**src/rtl/sixteen_seg_pkg.sv**
```systemverilog
// rtl/sixteen_seg_pkg.sv - segment bit indices, pattern type and ASCII font for the 16-segment display
package sixteen_seg_pkg;

  typedef logic [15:0] seg_t;

  localparam int SEG_A1 = 0;
  localparam int SEG_A2 = 1;
  localparam int SEG_B  = 2;
  localparam int SEG_C  = 3;
  localparam int SEG_D2 = 4;
  localparam int SEG_D1 = 5;
  localparam int SEG_E  = 6;
  localparam int SEG_F  = 7;
  localparam int SEG_G1 = 8;
  localparam int SEG_G2 = 9;
  localparam int SEG_H  = 10;
  localparam int SEG_I  = 11;
  localparam int SEG_J  = 12;
  localparam int SEG_K  = 13;
  localparam int SEG_L  = 14;
  localparam int SEG_M  = 15;

  localparam logic [7:0] DEFAULT_BLANK_CHAR = 8'h20;

  // Lowercase letters share the uppercase glyphs; everything unlisted stays dark.
  function automatic seg_t font(input logic [7:0] ch);
    logic [7:0] up;
    up = (ch >= 8'h61 && ch <= 8'h7A) ? ch - 8'h20 : ch;
    case (up)
      8'h20: font = 16'h0000;
      "A":   font = 16'h03CF;
      "B":   font = 16'h4A3F;
      "C":   font = 16'h00F3;
      "D":   font = 16'h483F;
      "E":   font = 16'h03F3;
      "F":   font = 16'h01C3;
      "G":   font = 16'h02FB;
      "H":   font = 16'h03CC;
      "I":   font = 16'h4833;
      "J":   font = 16'h007C;
      "K":   font = 16'h91C0;
      "L":   font = 16'h00F0;
      "M":   font = 16'h14CC;
      "N":   font = 16'h84CC;
      "O":   font = 16'h00FF;
      "P":   font = 16'h03C7;
      "Q":   font = 16'h80FF;
      "R":   font = 16'h83C7;
      "S":   font = 16'h03BB;
      "T":   font = 16'h4803;
      "U":   font = 16'h00FC;
      "V":   font = 16'h30C0;
      "W":   font = 16'hA0CC;
      "X":   font = 16'hB400;
      "Y":   font = 16'h5400;
      "Z":   font = 16'h3033;
      "0":   font = 16'h30FF;
      "1":   font = 16'h000C;
      "2":   font = 16'h0377;
      "3":   font = 16'h023F;
      "4":   font = 16'h038C;
      "5":   font = 16'h03BB;
      "6":   font = 16'h03FB;
      "7":   font = 16'h000F;
      "8":   font = 16'h03FF;
      "9":   font = 16'h03BF;
      "!":   font = 16'h0800;
      "\"":  font = 16'h0880;
      "-":   font = 16'h0300;
      "_":   font = 16'h0030;
      "+":   font = 16'h4B00;
      "*":   font = 16'hFF00;
      "/":   font = 16'h3000;
      "\\":  font = 16'h8400;
      "=":   font = 16'h0330;
      "?":   font = 16'h4207;
      "'":   font = 16'h1000;
      "(":   font = 16'h9000;
      ")":   font = 16'h2400;
      "<":   font = 16'h9100;
      ">":   font = 16'h2600;
      "$":   font = 16'h4BBB;
      ".":   font = 16'h0020;
      default: font = 16'h0000;
    endcase
  endfunction

endpackage

```
**src/rtl/sixteen_seg_font_rom.sv**
```systemverilog
// rtl/sixteen_seg_font_rom.sv - combinational ASCII to 16-segment pattern decoder
module sixteen_seg_font_rom
  import sixteen_seg_pkg::*;
(
  input  logic [7:0] char_code,
  output seg_t       pattern
);

  assign pattern = font(char_code);

endmodule

```
**src/rtl/sixteen_segment_display.sv**
```systemverilog
// rtl/sixteen_segment_display.sv - 8-slot character store with write-through registered segment output
module sixteen_segment_display
  import sixteen_seg_pkg::*;
#(
  parameter int         NUM_DIGITS = 8,
  parameter logic [7:0] BLANK_CHAR = DEFAULT_BLANK_CHAR
) (
  input  logic        clk,
  input  logic        rst,
  input  logic [7:0]  char_in,
  input  logic        load,
  input  logic [2:0]  digit_sel,
  output logic [15:0] segments
);

  logic [7:0] char_buf [NUM_DIGITS];
  logic       sel_valid;
  logic [7:0] display_char;
  seg_t       font_pattern;
  seg_t       next_segments;

  assign sel_valid = int'(digit_sel) < NUM_DIGITS;

  // A loading character is shown on the same edge it is stored.
  assign display_char = load ? char_in : (sel_valid ? char_buf[digit_sel] : BLANK_CHAR);

  sixteen_seg_font_rom u_font_rom (
    .char_code (display_char),
    .pattern   (font_pattern)
  );

  assign next_segments = (load || sel_valid) ? font_pattern : '0;

  always_ff @(posedge clk or posedge rst) begin
    if (rst) begin
      for (int i = 0; i < NUM_DIGITS; i++) begin
        char_buf[i] <= BLANK_CHAR;
      end
    end else if (load && sel_valid) begin
      char_buf[digit_sel] <= char_in;
    end
  end

  always_ff @(posedge clk or posedge rst) begin
    if (rst) begin
      segments <= '0;
    end else begin
      segments <= next_segments;
    end
  end

endmodule

```
**config.mk**
```make
export PLATFORM = sky130hd
export DESIGN_NAME = sixteen_segment_display
export DESIGN_NICKNAME = d
export VERILOG_FILES = /design/src/rtl/sixteen_seg_pkg.sv /design/src/rtl/sixteen_seg_font_rom.sv /design/src/rtl/sixteen_segment_display.sv
export SDC_FILE = /design/constraint.sdc
export NUM_CORES = 1
export LEC_CHECK = 0
export BUFFER_PORTS_ARGS = -buffer_cell sky130_fd_sc_hd__buf_2
export CAP_MARGIN = 20
export CORE_MARGIN = 8
export CORE_UTILIZATION = 45
export DETAILED_ROUTE_END_ITERATION = 16
export GPL_ROUTABILITY_DRIVEN = 0
export GPL_TIMING_DRIVEN = 0
export SYNTH_ARGS = -nofsm -noshare
export SYNTH_HDL_FRONTEND = slang
export SYNTH_SLANG_ARGS = --single-unit
```
**constraint.sdc**
```tcl
create_clock -name clk -period 2.7 [get_ports clk]
set_clock_uncertainty 0.05 [all_clocks]
set_input_delay 0.405 -clock clk [delete_from_list [all_inputs] [get_ports clk]]
set_output_delay 0.405 -clock clk [all_outputs]
set_load 0.005 [all_outputs]
```
==> results of run 1 <==
==> cells in the mapped netlist, types with 3 or more instances <==
master and count:
a21o_1 5, a21oi_1 24, a22oi_1 7, a311oi_1 3, a31oi_1 6, a32oi_1 3
and2_1 5, buf_1 4, buf_2 5, clkbuf_1 15, dfrtp_1 71, dfstp_2 8
ha_1 9, inv_1 10, mux2_2 70, mux2i_1 12, mux4_2 7, nand2_1 37
nand2b_1 9, nand3_1 10, nand4_1 3, nor2_1 20, o211ai_1 7, o21ai_0 18
o21ai_1 7, o22ai_1 7
==> path summary, 6_finish.rpt <==
| kind | startpoint | to | slack (ps) |
|---|---|---|---|
| setup / recovery | digit_sel[0] | segments[7] | -110 |
| hold / removal | char_in[5] | char_buf[29] | 340 |
| setup reg to reg | char_buf[14] | segments[5] | -90 |
| hold reg to reg | char_buf[19] | char_buf[19] | 440 |
| max in group asynchronous | rst | char_buf[5] | 1500 |
| min in group asynchronous | rst | segments[10] | 470 |
==> layout make-up <==
cell class                      count  area (um2)  area share, %
Buffer                             25         211           3.54
Clock buffer                       12         135           2.26
Clock inverter                      4        26.3          0.440
Inverter                           10        45.0          0.754
Multi-Input combinational cell    311        2810           47.0
Sequential cell                    79        1990           33.3
Tap cell                          136         170           2.85
Timing Repair Buffer               74         591           9.88
==> registers in the layout, indices dropped and copies added (netlist names) <==
name      flops
char_buf     64
segments     15
==> report_power, final <==
part	total (mW)	switching (mW)	internal [mW]
combinational	1.56	0.782	0.774
sequential	1.56	0.114	1.45
clock	0.774	0.441	0.334
==> placed cells by master (no fill, tap or decap), types with 6 or more instances in the layout <==
cell type   n
o21ai_0    16
buf_4      40
o211ai_1    7
nand2_1    34
dfrtp_1    71
o21ai_1     7
o22ai_1     6
buf_12      7
clkbuf_1    7
buf_2      26
nand3_1     9
nand2b_1    7
clkbuf_2    8
a21oi_1    19
mux4_2      7
dfstp_2     8
clkbuf_8    9
nor2_1     18
mux2_2     69
mux2i_1    11
==> metal layers <==
layer | wire [um] | GRT usage, % | up-vias
li1 | - | - | 1758
met1 | 5550 | 23.4 | 1991
met2 | 6510 | 31.4 | 194
met3 | 791 | 3.74 | 63
met4 | 487 | 9.33 | 0
met5 | 0 | 0 | -
==> metrics by stage <==
| stage | instance area (um2) | TNS, ps | instances | setup WS (ps) | util (%) |
|---|---|---|---|---|---|
| after floorplan | 4690 | -2260 | 428 | -225 | - |
| after global placement | 5000 | -86270 | 592 | -1080 | 49.3 |
| after detailed placement | 5050 | -23800 | 593 | -1080 | 49.8 |
| after CTS | 5680 | -155 | 634 | -60.0 | 56.0 |
| after global routing | 5970 | -837 | 651 | -217 | 58.9 |
| final | 5970 | -336 | 651 | -114 | 58.9 |
==> worst max-delay path: cells and delay by family <==
kind	cells	cell delay (ps)
compound gates	7	1240
fa+ha+maj	1	130
buf+inv	7	840
mux	1	300
simple gates	1	60
==> what timing repair did <==
item / 4_1_cts / 5_1_grt
buffers inserted: 26 / 17
pin swaps: 14 / 24
cloned: 1 / 0
hold buffers: 1 / 0
setup endpoints to repair: 18 / 15
resized for setup: 53 / 42
endpoints found under the hold margin: 14 / 0
==> cells by family (layout without fill, tap and decap cells) <==
logic type	count (synthesis)	in the layout
multiplexers	94	94
buffers and inverters	38	125
flip-flops	79	79
AO/OA/AOI/OAI	110	110
AND/OR/NAND/NOR	98	98
adder cells (fa/ha/maj)	9	9
==> results.json, run 1 <==
{
  "outcome": "complete, but fails checks",
  "violations": "negative setup slack",
  "min_period_ps": 2810,
  "synth_top_family_by_area": "multiplexers",
  "finalWirelength_mm": 13.3,
  "cp_common_cell": "buf_12",
  "setup_viol": 5,
  "cp.arrival_ps": 3000,
  "grt_max_degree": 66,
  "grt_usage_pct": 19.1,
  "crit_fanout": 7,
  "cellPowerDensity_mw_per_mm2": 651,
  "tightest_slew_ps": 953,
  "hpwl_mm": 8.27,
  "firstDrtPassIters": 5,
  "relSlewSlack_pct": 36.2,
  "synth_top_area_share_pct": 38.4,
  "synth_cell_types": 58,
  "grt_pass1_vias": 3998,
  "cp_data_required_time_ps": 2890,
  "final_nets": 533,
  "drtAntennaViolNets": 0,
  "synth_nets": 451,
  "vias": 4006,
  "synth_compound_gate_area_share_pct": 16.5,
  "numPortBuffers": 28,
  "avgSynthCellArea_um2": 10.8,
  "start_kind": "input pin",
  "insertedDiodeCount": 0,
  "via_per_inst": 6.15,
  "p_leak_nw": 2.53,
  "cts_max_level": 3,
  "ys_seq_elements": 79,
  "synth.mux.area_fraction_pct": 24.4,
  "grt-ovfl-total": 0,
  "power.total_mw": 3.89,
  "ir_drop_v": 0.000374,
  "max_freq_mhz": 355,
  "start_util_pct": 45.7,
  "setup_ws_ps": -114,
  "fin_crit_sh_pct": 104,
  "ys.flop_type": "dfrtp_1",
  "drv_cap": 0,
  "syn_to_final_growth_pct": 29.1,
  "clk_pin_slew_worst_paths_ps": 80,
  "syn_area_mm2": 0.00463,
  "clk_path_buf_depth": 2,
  "min_path_cells": 2,
  "io_pins": 30,
  "synth-edff-count": 0,
  "slowest_delay_ps": 300,
  "cts_made_buffers": 9,
  "cts_tree": "built",
  "drive_gt1_share_pct": 48.2,
  "postSynthCellCount": 428,
  "seq_area_frac_synth_pct": 42.9,
  "yosysTopAreaCell": "dfrtp_1",
  "num_rows": 37,
  "synth_simple_gate_area_share_pct": 10.0,
  "worst_setup_path_end_kind": "flop",
  "core_mm2": 0.0101,
  "synth-xor-area-share_pct": 0,
  "die_h_um": 117,
  "grt_setup_unrepaired": "true",
  "worstRegToRegCells": 9,
  "die_w_um": 117,
  "wl_per_cell_um": 20.5,
  "hold_path.class": "input pin to flop",
  "synthAdderAreaFrac_pct": 2.43,
  "slew_violations": 0,
  "path_class": "input pin to flop",
  "hold_violations": 0,
  "slowest_stage": "mux2_4",
  "yosysWarnings": 0,
  "timing.hold.ws_ps": 344,
  "drc_errors": 0,
  "clk_latency_ps": 360,
  "fillers": 845,
  "dieArea_mm2": 0.0138,
  "synthTopCellsByArea": "dfrtp_1, mux2_2, dfstp_2",
  "crit_chain": "buf_8 -> buf_12 -> buf_12 -> mux2_4 -> a22oi_2 -> o22ai_2 -> o31ai_4 -> buf_8 -> buf_12 -> buf_12 -> ha_4 -> nand3_4 -> o22ai_4 -> o22a_4 -> buf_6 -> a2111oi_4 -> a31o_1",
  "grt_pass1_wl_mm": 21.3,
  "async_flop_share_pct": 100,
  "drt_iter0_drc": 358,
  "clockRootBuffer": "clkbuf_8",
  "cts.sinks": 79,
  "antenna_found_initial": 0
}
(Power assumes the default switching activity.)
==> run 2, diff against run 1 <==
--- a/config.mk
+++ b/config.mk
@@ -8,7 +8,7 @@
 export BUFFER_PORTS_ARGS = -buffer_cell sky130_fd_sc_hd__buf_2
 export CAP_MARGIN = 20
 export CORE_MARGIN = 8
-export CORE_UTILIZATION = 45
+export CORE_UTILIZATION = 30
 export DETAILED_ROUTE_END_ITERATION = 16
 export GPL_ROUTABILITY_DRIVEN = 0
 export GPL_TIMING_DRIVEN = 0
==> results.json, run 2 (same netlist as run 1, synthesis figures left out) <==
{
  "drc_errors": 0,
  "relSlewSlack_pct": 40.6,
  "drt_iter0_drc": 595,
  "max_freq_mhz": 370,
  "cp_data_required_time_ps": 2870,
  "die_h_um": 140,
  "p_leak_nw": 2.54,
  "io_pins": 30,
  "drtAntennaViolNets": 0,
  "start_kind": "flop",
  "largest_reg_flops": 64,
  "core_mm2": 0.0151,
  "slowest_stage": "mux4_2",
  "numPortBuffers": 28,
  "clk_latency_ps": 340,
  "clk_path_buf_depth": 2,
  "grt_usage_pct": 13.5,
  "outcome": "complete, but fails checks",
  "grt-ovfl-total": 0,
  "clockRootBuffer": "clkbuf_16",
  "cp_common_cell": "buf_6",
  "regMostFlops": "char_buf",
  "crit_fanout": 8,
  "mostFrequentLayoutCell": "dfrtp_1",
  "slew_violations": 0,
  "dieArea_mm2": 0.0197,
  "crit_chain": "mux2_1 -> mux4_2 -> mux2i_4 -> buf_6 -> nand3_4 -> o22ai_4 -> o22a_4 -> buf_6 -> a2bb2oi_2 -> nor2_1",
  "final_nets": 518,
  "cts.sinks": 79,
  "cellPowerDensity_mw_per_mm2": 732,
  "hold_path.class": "input pin to flop",
  "crit_buf_inv": 2,
  "hold_violations": 0,
  "finalWirelength_mm": 13.4,
  "path_class": "flop to flop",
  "antenna_found_initial": 0,
  "grt_pass1_wl_mm": 21.1,
  "timing.hold.ws_ps": 361,
  "design_area_mm2": 0.00610,
  "vias": 3929,
  "cts_made_buffers": 9,
  "cp.arrival_ps": 2870,
  "insertedDiodeCount": 0,
  "setup_viol": 1,
  "cts_max_level": 3,
  "slowest_delay_ps": 520,
  "cts_tree": "built",
  "syn_to_final_growth_pct": 31.9,
  "layout_common_cells": "dfrtp_1, mux2_2, nand2_1",
  "tightest_slew_ps": 888,
  "grt_max_degree": 69,
  "drv_cap": 0,
  "die_w_um": 140,
  "num_rows": 45,
  "via_per_inst": 5.71,
  "worst_setup_path_end_kind": "flop",
  "hpwl_mm": 8.75,
  "placed_area_mm2": 0.00512,
  "firstDrtPassIters": 5,
  "min_period_ps": 2700,
  "wl_per_cell_um": 19.4,
  "ir_drop_v": 0.000411,
  "clk_pin_slew_worst_paths_ps": 60,
  "grt_setup_unrepaired": "true",
  "grt_pass1_vias": 4026,
  "critPathTopFamily": "multiplexers",
  "violations": "negative setup slack",
  "setup_ws_ps": -4.03,
  "fin_crit_sh_pct": 100,
  "drive_gt1_share_pct": 48.0,
  "start_util_pct": 30.6,
  "top_regs": "char_buf x64, segments x15"
}
-- run 2: cell count changes in the layout (fill, tap and decap cells not counted), moves of 3 or more --
cell	previous run	this run
clkbuf_16	0	9
buf_4	40	25
a21oi_1	19	22
clkbuf_1	7	2
clkbuf_8	9	0
bufinv_16	0	3
a21oi_2	4	1
buf_12	7	2
clkbuf_2	8	11
buf_6	5	10
-- run 2: layout make-up --
type                            count  area [um2]
Clock buffer                       10         229
Sequential cell                    79        1990
Buffer                             23         189
Multi-Input combinational cell    311        2830
Tap cell                          188         235
Fill cell                        1424        9040
Clock inverter                      6         116
Inverter                           10        48.8
Timing Repair Buffer               61         473
-- run 2: repair_timing --
| item | in CTS | in global routing |
|---|---|---|
| resized for setup | 48 | 66 |
| hold buffers | 1 | 0 |
| setup buffers | 17 | 12 |
| endpoints found under the setup margin | 15 | 15 |
| gates cloned | 1 | 0 |
| pin swaps | 12 | 15 |
| endpoints found under the hold margin | 11 | 0 |
-- run 2: worst paths after layout --
kind	startpoint	to	slack, ps	cells past startpoint
worst max register to register	char_buf[3]	segments[10]	-4	10
max in group asynchronous	rst	char_buf[29]	1490	4
worst max-delay path	char_buf[3]	segments[10]	-4	10
worst min-delay path	char_in[6]	char_buf[6]	360	2
min in group asynchronous	rst	segments[4]	480	3
worst min register to register	char_buf[35]	char_buf[35]	430	2
-- run 2: worst reg2reg max path: stages (launching register included) --
cell,delay (ps)
dfrtp_1,380
mux2_1,300
mux4_2,520
mux2i_4,320
buf_6,160
nand3_4,80
o22ai_4,180
o22a_4,290
buf_6,130
a2bb2oi_2,120
nor2_1,50
-- run 2: metrics by stage --
| stage | instances | setup TNS (ps) | power, mW | setup slack, ps | util, % |
|---|---|---|---|---|---|
| after global placement | 644 | -79570 | 2.70 | -1100 | 33.4 |
| after detailed placement | 646 | -20520 | 2.75 | -1050 | 33.8 |
| after global routing | 688 | -250 | 4.69 | -57.6 | 40.3 |
| final | 688 | -4.03 | 4.47 | -4.03 | 40.3 |
| after floorplan | 428 | -2260 | 2.42 | -225 | - |
| after CTS | 679 | -302 | 4.33 | -62.8 | 38.6 |
-- run 2: metal layers --
layer	track usage [%]	wire length, um	vias to the layer above
li1	-	-	1743
met1	16.0	5370	1930
met2	22.9	6670	201
met3	2.65	881	55
met4	6.57	462	0
met5	0	0	-
-- run 2: report_power, final --
part | internal (mW) | total, mW | switching [mW]
combinational | 0.723 | 1.49 | 0.772
clock | 0.912 | 1.41 | 0.503
sequential | 1.45 | 1.56 | 0.113
==> run 3, diff against run 2 <==
--- a/config.mk
+++ b/config.mk
@@ -9,6 +9,7 @@
 export CAP_MARGIN = 20
 export CORE_MARGIN = 8
 export CORE_UTILIZATION = 30
+export CTS_BUF_LIST = sky130_fd_sc_hd__clkbuf_2 sky130_fd_sc_hd__clkbuf_4 sky130_fd_sc_hd__clkbuf_8
 export DETAILED_ROUTE_END_ITERATION = 16
 export GPL_ROUTABILITY_DRIVEN = 0
 export GPL_TIMING_DRIVEN = 0
==> results.json, run 3 (same netlist as run 1, synthesis figures left out) <==
{
  "syn_to_final_growth_pct": 29.8,
  "ir_drop_v": 0.000385,
  "max_freq_mhz": 375,
  "worstRegToRegCells": 8,
  "combPwrFrac_pct": 35.9,
  "reg2reg_to": "segments[13]",
  "drc_errors": 0,
  "cts.sinks": 79,
  "hold_violations": 0,
  "io_pins": 30,
  "drv_cap": 0,
  "crit_fanout": 10,
  "grt_pass1_wl_mm": 21.1,
  "cellPowerDensity_mw_per_mm2": 691,
  "clk_latency_ps": 370,
  "via_per_inst": 5.68,
  "finalWirelength_mm": 13.6,
  "path_class": "flop to flop",
  "firstDrtPassIters": 6,
  "clockRootBuffer": "clkbuf_8",
  "start_util_pct": 30.6,
  "cts_made_buffers": 9,
  "dieArea_mm2": 0.0197,
  "net-switching-power_mw": 1.35,
  "drtAntennaViolNets": 0,
  "die_w_um": 140,
  "reg2reg_from": "char_buf[3]",
  "timing.hold.ws_ps": 334,
  "gr-max-usage-layer": "met2",
  "min_period_ps": 2660,
  "drive_gt1_share_pct": 46.4,
  "min_path_cells": 2,
  "grt-ovfl-total": 0,
  "placed_area_mm2": 0.00512,
  "cts_max_level": 3,
  "mostFrequentLayoutCell": "dfrtp_1",
  "outcome": "finished clean",
  "vias": 3946,
  "grt_setup_unrepaired": "true",
  "num_rows": 45,
  "intPower_mw": 2.80,
  "start_kind": "flop",
  "tightest_slew_ps": 885,
  "insertedDiodeCount": 0,
  "cp_data_required_time_ps": 2900,
  "p_clk_share_pct": 26.6,
  "p_leak_nw": 2.52,
  "rrSetupSlack_ps": 40,
  "core_mm2": 0.0151,
  "met3_usage_pct": 2.82,
  "wl_per_cell_um": 19.5,
  "design_area_mm2": 0.00601,
  "grt_pass1_vias": 3992,
  "grt_max_degree": 69,
  "finalNonFillerCells": 695,
  "largest_reg_flops": 64,
  "drt_iter0_drc": 481,
  "numPortBuffers": 28,
  "top_regs": "char_buf x64, segments x15",
  "netSwitchingFraction_pct": 32.4,
  "tns_ps": 0,
  "antenna_found_initial": 0,
  "layout_common_cells": "dfrtp_1, mux2_2, buf_4",
  "final_nets": 525,
  "cts_tree": "built",
  "relSlewSlack_pct": 40.8,
  "seq_power_share_pct": 37.5,
  "setup_viol": 0,
  "cp.arrival_ps": 2860,
  "clk_pin_slew_worst_paths_ps": 90,
  "clk_path_buf_depth": 2,
  "hpwl_mm": 8.75,
  "min_from": "char_in[6]",
  "regMostFlops": "char_buf",
  "hold_path.class": "input pin to flop",
  "fin_crit_sh_pct": 98.7,
  "place_inst": 646,
  "met2_usage_pct": 22.8,
  "die_h_um": 140,
  "met1_usage_pct": 16.0,
  "worst_setup_path_end_kind": "flop",
  "min_to": "char_buf[6]",
  "grt_usage_pct": 13.5,
  "slew_violations": 0
}
## run 3: layer usage
layer	vias to the layer above	part of all wire, %
met3	53	5.7
met1	1971	41
li1	1746	-
met5	-	0
met4	0	3.9
met2	176	49
## run 3: metrics by stage
stage | util [%] | setup WS (ps) | power [mW]
4_1_cts | 38.4 | -6.23 | 4.04
3_3_place_gp | 33.4 | -1100 | 2.70
5_1_grt | 39.7 | -43.7 | 4.36
3_5_place_dp | 33.8 | -1050 | 2.75
6_report | 39.7 | 35.9 | 4.15
2_1_floorplan | - | -225 | 2.42
## run 3: how the worst max path moves through the flow
stage                 startpoint            to  slack (ps)  cells past startpoint
floorplan           digit_sel[0]   segments[5]        -220                     14
global placement    digit_sel[0]   segments[3]       -1100                     14
detailed placement  digit_sel[0]   segments[3]       -1050                     14
CTS                 digit_sel[0]   segments[5]          -6                     15
global route        char_buf[16]   segments[5]         -40                     12
finish               char_buf[3]  segments[13]          40                      8
## run 3: critical path, stage by stage (launching register included)
cell     delay, ps
dfrtp_1        390
mux2_1         300
mux4_2         520
mux2_4         360
buf_2          230
nor2_1         220
a22oi_1        120
o22a_1         220
o32ai_1        140
## run 3: final cells by class
cell class	count	area (um2)
inverters	10	46.3
clock inverters	6	116
fillers	1424	9140
multi-input cells	311	2780
plain buffers	24	195
clock buffers	10	131
repair buffers	67	519
flip-flops and latches	79	1990
well taps	188	235
## run 3: repair_timing
action,in CTS,in global routing
gates resized for setup,56,35
hold endpoints to repair,11,0
setup endpoints to repair,15,15
buffers inserted,23,12
hold buffers,1,0
cloned,1,0
pin swaps,17,15
## run 3: power groups by stage
stage,sequential [mW],clock (mW),combinational [mW]
3_3_place_gp,1.56,0,1.14
2_1_floorplan,1.55,0,0.869
5_1_grt,1.59,1.17,1.59
4_1_cts,1.56,1.13,1.35
6_report,1.56,1.10,1.49
3_5_place_dp,1.58,0,1.17
